$ cat config.mk
export PLATFORM = sky130hd
export DESIGN_NAME = axis_skid_buffer
export DESIGN_NICKNAME = d
export VERILOG_FILES = /design/src/rtl/axis_skid_pkg.sv /design/src/rtl/axis_skid_buffer.sv
export SDC_FILE = /design/constraint.sdc
export NUM_CORES = 1
export LEC_CHECK = 0
export CORE_UTILIZATION = 54
export CTS_CLUSTER_DIAMETER = 200
export CTS_CLUSTER_SIZE = 8
export DETAILED_ROUTE_END_ITERATION = 10
export GPL_TIMING_DRIVEN = 0
export PLACE_DENSITY_LB_ADDON = 0.15
export SYNTH_ARGS = -nofsm -noshare
export SYNTH_HDL_FRONTEND = slang
export SYNTH_SLANG_ARGS = --single-unit
$ cat constraint.sdc
create_clock -name clock -period 3.2 [get_ports clock]
set_clock_uncertainty 0.2 [all_clocks]
set_input_delay 0.48 -clock clock [delete_from_list [all_inputs] [get_ports clock]]
set_output_delay 0.48 -clock clock [all_outputs]
set_load 0.005 [all_outputs]
$ cat src/rtl/axis_skid_pkg.sv
// Shared types for the AXI-stream skid buffer.
package axis_skid_pkg;

  typedef enum logic [1:0] {
    EMPTY = 2'd0,
    BUSY  = 2'd1,
    FULL  = 2'd2
  } skid_state_t;

endpackage

$ cat src/rtl/axis_skid_buffer.sv
// Full-handshake AXI-stream register slice: output register plus one skid register,
// with both the forward payload and the backward ready taken straight from flops.
module axis_skid_buffer
  import axis_skid_pkg::*;
#(
  parameter int unsigned DATA_WIDTH = 32,
  parameter int unsigned DEST_WIDTH = 32,
  parameter int unsigned USER_WIDTH = 32
) (
  input  logic                  clock,
  input  logic                  reset,
  input  logic                  in_valid_i,
  input  logic [DATA_WIDTH-1:0] in_data_i,
  input  logic [DEST_WIDTH-1:0] in_dest_i,
  input  logic [USER_WIDTH-1:0] in_user_i,
  input  logic                  in_tlast_i,
  output logic                  in_ready_o,
  output logic                  out_valid_o,
  output logic [DATA_WIDTH-1:0] out_data_o,
  output logic [DEST_WIDTH-1:0] out_dest_o,
  output logic [USER_WIDTH-1:0] out_user_o,
  output logic                  out_tlast_o,
  input  logic                  out_ready_i
);

  localparam int unsigned PW = DATA_WIDTH + DEST_WIDTH + USER_WIDTH + 1;

  skid_state_t   state_q, state_d;
  logic [PW-1:0] or_q, or_d;
  logic [PW-1:0] sr_q, sr_d;
  logic          out_valid_q;
  logic          in_ready_q;
  logic [PW-1:0] in_payload;
  logic          in_fire;
  logic          out_fire;

  assign in_payload = {in_tlast_i, in_user_i, in_dest_i, in_data_i};
  assign in_fire    = in_valid_i & in_ready_q;
  assign out_fire   = out_valid_q & out_ready_i;

  always_comb begin
    state_d = state_q;
    or_d    = or_q;
    sr_d    = sr_q;
    unique case (state_q)
      EMPTY: begin
        if (in_fire) begin
          or_d    = in_payload;
          state_d = BUSY;
        end
      end
      BUSY: begin
        if (in_fire && out_fire) begin
          or_d = in_payload;
        end else if (in_fire) begin
          sr_d    = in_payload;
          state_d = FULL;
        end else if (out_fire) begin
          state_d = EMPTY;
        end
      end
      FULL: begin
        // in_ready is low here, so only the downstream side can move
        if (out_fire) begin
          or_d    = sr_q;
          state_d = BUSY;
        end
      end
      default: state_d = EMPTY;
    endcase
  end

  always_ff @(posedge clock) begin
    if (reset) begin
      state_q     <= EMPTY;
      or_q        <= '0;
      sr_q        <= '0;
      out_valid_q <= 1'b0;
      in_ready_q  <= 1'b0;
    end else begin
      state_q     <= state_d;
      or_q        <= or_d;
      sr_q        <= sr_d;
      out_valid_q <= (state_d != EMPTY);
      in_ready_q  <= (state_d != FULL);
    end
  end

  assign in_ready_o  = in_ready_q;
  assign out_valid_o = out_valid_q;
  assign {out_tlast_o, out_user_o, out_dest_o, out_data_o} = or_q;

endmodule

**Word-level counts from Yosys, hierarchy flattened**

Cells that the tools add are included.

- Bits of input ports: 101
- Logic and storage cells: 30
- Bits in registers: 198

- Multiplexer cells: 10
- Reductions and logical operators: 6
- Eq/ne operators: 6
- Bitwise logic cells: 3

Operator list:

| cell | count |
|---|---|
| $mux W97 | 3 |
| $pmux W97 S3 | 1 |
| $mux W2 | 5 |
| $ne A2 B2 Y1 const B | 4 |
| $pmux W2 S3 | 1 |
| $reduce_and A4 Y1 | 1 |
| $reduce_and A3 Y1 | 1 |
| $reduce_bool A3 Y1 | 1 |
| $and A1 B1 Y1 | 2 |
| $eq A2 B1 Y1 const B | 1 |
| $eq A2 B2 Y1 const B | 1 |
| $logic_not A2 Y1 | 1 |
| $reduce_bool A2 Y1 | 1 |
| $logic_and A1 B1 Y1 | 1 |
| $not A1 Y1 | 1 |

**Depth between registers and ports, before layout**

- Depth in word-level cells: 6
- Depth in mapped cells: 9

**Worst setup path after synthesis**

No wires, ideal clock.

- Kind: input-to-reg
- Start: input port in_valid_i
- End: register or_q[37]
- Cell stages on the path: 8
- Setup slack: 1.222 ns
- Library setup time: 0.086 ns
- Required time: 2.914 ns
- Arrival time: 1.692 ns
- Cells stage by stage: nor4bb_1 > buf_2 > buf_6 > a211o_1 > buf_2 > buf_6 > buf_6 > a211oi_1

- Longest elaborated chain between the ends: 4

RTL lines:

| element | line | text |
|---|---|---|
| start: declaration | axis_skid_buffer.sv:12 | `input logic in_valid_i,` |
| $and A1 B1 Y1 (*) | axis_skid_buffer.sv:38 | `assign in_fire = in_valid_i & in_ready_q;` |
| $logic_and A1 B1 Y1 | axis_skid_buffer.sv:53 | `if (in_fire && out_fire) begin` |
| $ne A2 B2 Y1 (no line) | - |  |
| $reduce_and A4 Y1 (no line) (*) | - |  |
| end signal: assignment | axis_skid_buffer.sv:82 | `or_q <= or_d;` |
| end: declaration | axis_skid_buffer.sv:29 | `logic [PW-1:0] or_q, or_d;` |

Every way passes the cells marked *; elsewhere a longest branch is shown, timed or not.
A chain may end at the register's enable or synchronous reset.

**Final worst setup path**

- Start: input port out_ready_i
- End: register sr_q[95]

- Longest elaborated chain between the ends: 4

RTL lines:

| element | line | text |
|---|---|---|
| start: declaration | axis_skid_buffer.sv:23 | `input logic out_ready_i` |
| $and A1 B1 Y1 | axis_skid_buffer.sv:39 | `assign out_fire = out_valid_q & out_ready_i;` |
| $logic_and A1 B1 Y1 | axis_skid_buffer.sv:53 |  |
| $not A1 Y1 (no line) | - |  |
| $reduce_and A3 Y1 (no line) | - |  |
| end signal: assignment | axis_skid_buffer.sv:83 | `sr_q <= sr_d;` |
| end: declaration | axis_skid_buffer.sv:30 | `logic [PW-1:0] sr_q, sr_d;` |

No other way between the ends.

==> results.md <==
* Int Pwr at ~0.0044 W
* Dpl cell area at between 10000 and 15000 µm²
* Reg2reg path depth at 6
* Root Buffer: clkbuf_16
* Number of synthesized flops with an enable pin at 0
* Vias in the first global route at a little under 8000
* Core Region at about 16000 µm²
* Worst Hold Class: reg2reg
* First-pass GRT wire length at between 40000 and 50000 µm
* Switching power at roughly 0.0015 W
* Syn Inst Count at roughly 930
* Setup Fix Bufs, Post-CTS at 0
* Clk pwr share at 37.1%
* CTS tree: done
* Cts bufs inserted at 17
* Synthesized cell area at around 8700 µm²
* Cell taking the most area after synthesis: dfxtp_1
* Part of the power in combinational logic at 17.7%
* Starting density of the core at a little under three fifths
* # resized after CTS at 0
* Cts hold-fix bufs at 0
* Placer Congestion at approximately 0.83
* Flop pwr share at approximately 45%
* Share of the synthesized area in the top cell type at roughly 46%
* Fin area at about 12000 µm²
* Post-DR vias/cell at ~6
* Count leader, synth: dfxtp_1
* Leak at approximately 4.4 nW
* Row count at 46
* Number of routed nets with antenna violations at 0
* N_diodes at 0
* Drt pass-1 iters at 5
* Setup violators final at 0
* Crit path kind: in2reg
* Routed len/inst at roughly 19 µm
* Worst Tran Pin Value at 742 ps
* GR Util All Layers at approximately 31%
* Post-synth ARST share at 0%
* Drt drc at 0
* CP arrival at 2720 ps
* Startpoint type of the worst setup path: input port
* Tmin final at around 2600 ps
* Die ar. at about 17000 µm²
* Port Buffers at 198
* Chip height at around 130 µm
* Final HPWL DP at 17400 µm
* Max_cap viols at 0
* Syn Area/Cell at roughly 9.3 µm²
* Die Width at 129 µm
* Synth cell count leaders: dfxtp_1 (198), a21oi_1 (100), clkbuf_1 (99)
* Fillers at 1205
* VDD IR max at between 0.0003 and 0.0004 V
* Number of clock sinks at 198
* Slew margin rel. at 50.5%
* Cell Pwr Density at a little over 500 nW/µm²
* Setup tns final at 0 ps
* CP endpoint kind: flop
* Vias at about 8500
* Final Slew Violations at 0
* Layout cells sized above 1 at 4.92%
* Final hold violations at 0
* Fin crit share at between 80 and 90%
* Hold Path Cell Cnt at 2
* Detailed-route wire length at between 20000 and 30000 µm
* Maximum fanout count along the critical path at 10
* Largest net degree at the start of global routing at 17
* Mapped Nets at 1033
* Total gr overflow at 0
* Register area at approximately 4000 µm²
* Worst-path clk slew at 70 ps
* Crit path required time at 3360 ps
* Sequential element share of the synthesized area at 45.6%
* RSZ-0062 raised after global routing: no
* Initial antenna violation count at 0
* Multi-input gate area at a little over 4000 µm²
* IO Pins at 200
* Run status: finished, final reports clean
* F_max at 390 MHz
* # nets final at around 1300
* Synth area leaders: dfxtp_1 (46%), mux2i_1 (11%), a2111oi_0 (9.8%)
* Clock Latency Late Sink at between 400 and 500 ps
* Synthesis-to-finish area growth at 32.7%
* Unique masters post-synth at 27
* Clock tree buffer depth at 2
* Sw Share at between 20% and 30%
* Synth warnings at 0
* Ys flop type: dfxtp_1
* CTS H-tree depth at 4
* DRT iter0 DRCs at just under 1000
* Synthesized flop and latch total at around 200
[power groups by stage]
stage,combinational [W],clock (W),sequential (W)
after global placement,0.00103,0,0.00275
final,0.00106,0.00222,0.00270
after global routing,0.00114,0.00233,0.00271
after CTS,0.00105,0.00221,0.00270
after detailed placement,0.00104,0,0.00275
after floorplan,0.000485,0,0.00275
[per-stage QoR]
stage / setup WS [ps] / util (%) / hold WS, ps / total power [W] / cells
floorplan: 1220 / - / 253 / 0.00323 / 932
global placement: 309 / 69.4 / 258 / 0.00377 / 1346
detailed placement: 267 / 69.4 / 265 / 0.00379 / 1346
CTS: 671 / 73.1 / 275 / 0.00595 / 1375
global route: 509 / 73.1 / 288 / 0.00618 / 1375
finish: 639 / 73.1 / 275 / 0.00597 / 1375
[final cells by class]
type                            instances  share of cell area, %
Multi-Input combinational cell        602                   36.0
Sequential cell                       198                   34.4
Timing Repair Buffer                  198                   17.2
Buffer                                130                   4.88
Clock buffer                           20                   3.79
Tap cell                              216                   2.34
Clock inverter                          9                   1.33
Inverter                                2                 0.0651
[path summary, 6_finish.rpt]
kind                from       end  slack (ps)
min             sr_q[60]  sr_q[60]         270
min reg2reg     sr_q[60]  sr_q[60]         270
max          out_ready_i  sr_q[95]         640
max reg2reg   state_q[1]  or_q[55]         740
[kinds of logic (layout without fill, tap and decap cells)]
logic type | Yosys count | count (layout) | synth area share, %
buffers and inverters | 132 | 359 | 6.56
AND/OR/NAND/NOR | 107 | 107 | 6.42
AO/OA/AOI/OAI | 398 | 398 | 30.2
flip-flops | 198 | 198 | 45.6
multiplexers | 97 | 97 | 11.2
[per-layer routing]
metal	global-route usage (%)	part of all wire [%]	vias up
li1	-	-	4046
met1	40.7	44	4009
met2	50.5	47	375
met3	6.69	7.8	37
met4	8.86	1.6	0
met5	0	0	-
[state kept, by name, indices dropped and copies added, names as in the netlist]
register / cells
in_ready_o: 1
sr_q: 97
out_valid_o: 1
or_q: 97
state_q: 2
[critical path: stages]
cell	delay [ps]
clkdlybuf4s50_1	520
a21boi_0	200
clkbuf_1	470
buf_2	330
clkbuf_1	420
nand3_1	140
a21oi_1	160
[placed cells by master (no fill, tap or decap), types with 21 or more instances in the layout]
cell type | Yosys | final
dfxtp_1 | 198 | 198
nand3_1 | 98 | 98
o21ai_0 | 98 | 98
a2111oi_0 | 97 | 97
a21oi_1 | 100 | 100
buf_2 | 21 | 21
a211oi_1 | 95 | 95
clkdlybuf4s50_1 | 0 | 198
mux2i_1 | 97 | 97
clkbuf_1 | 99 | 102
No activity file was read; power rests on OpenSTA's default activity.
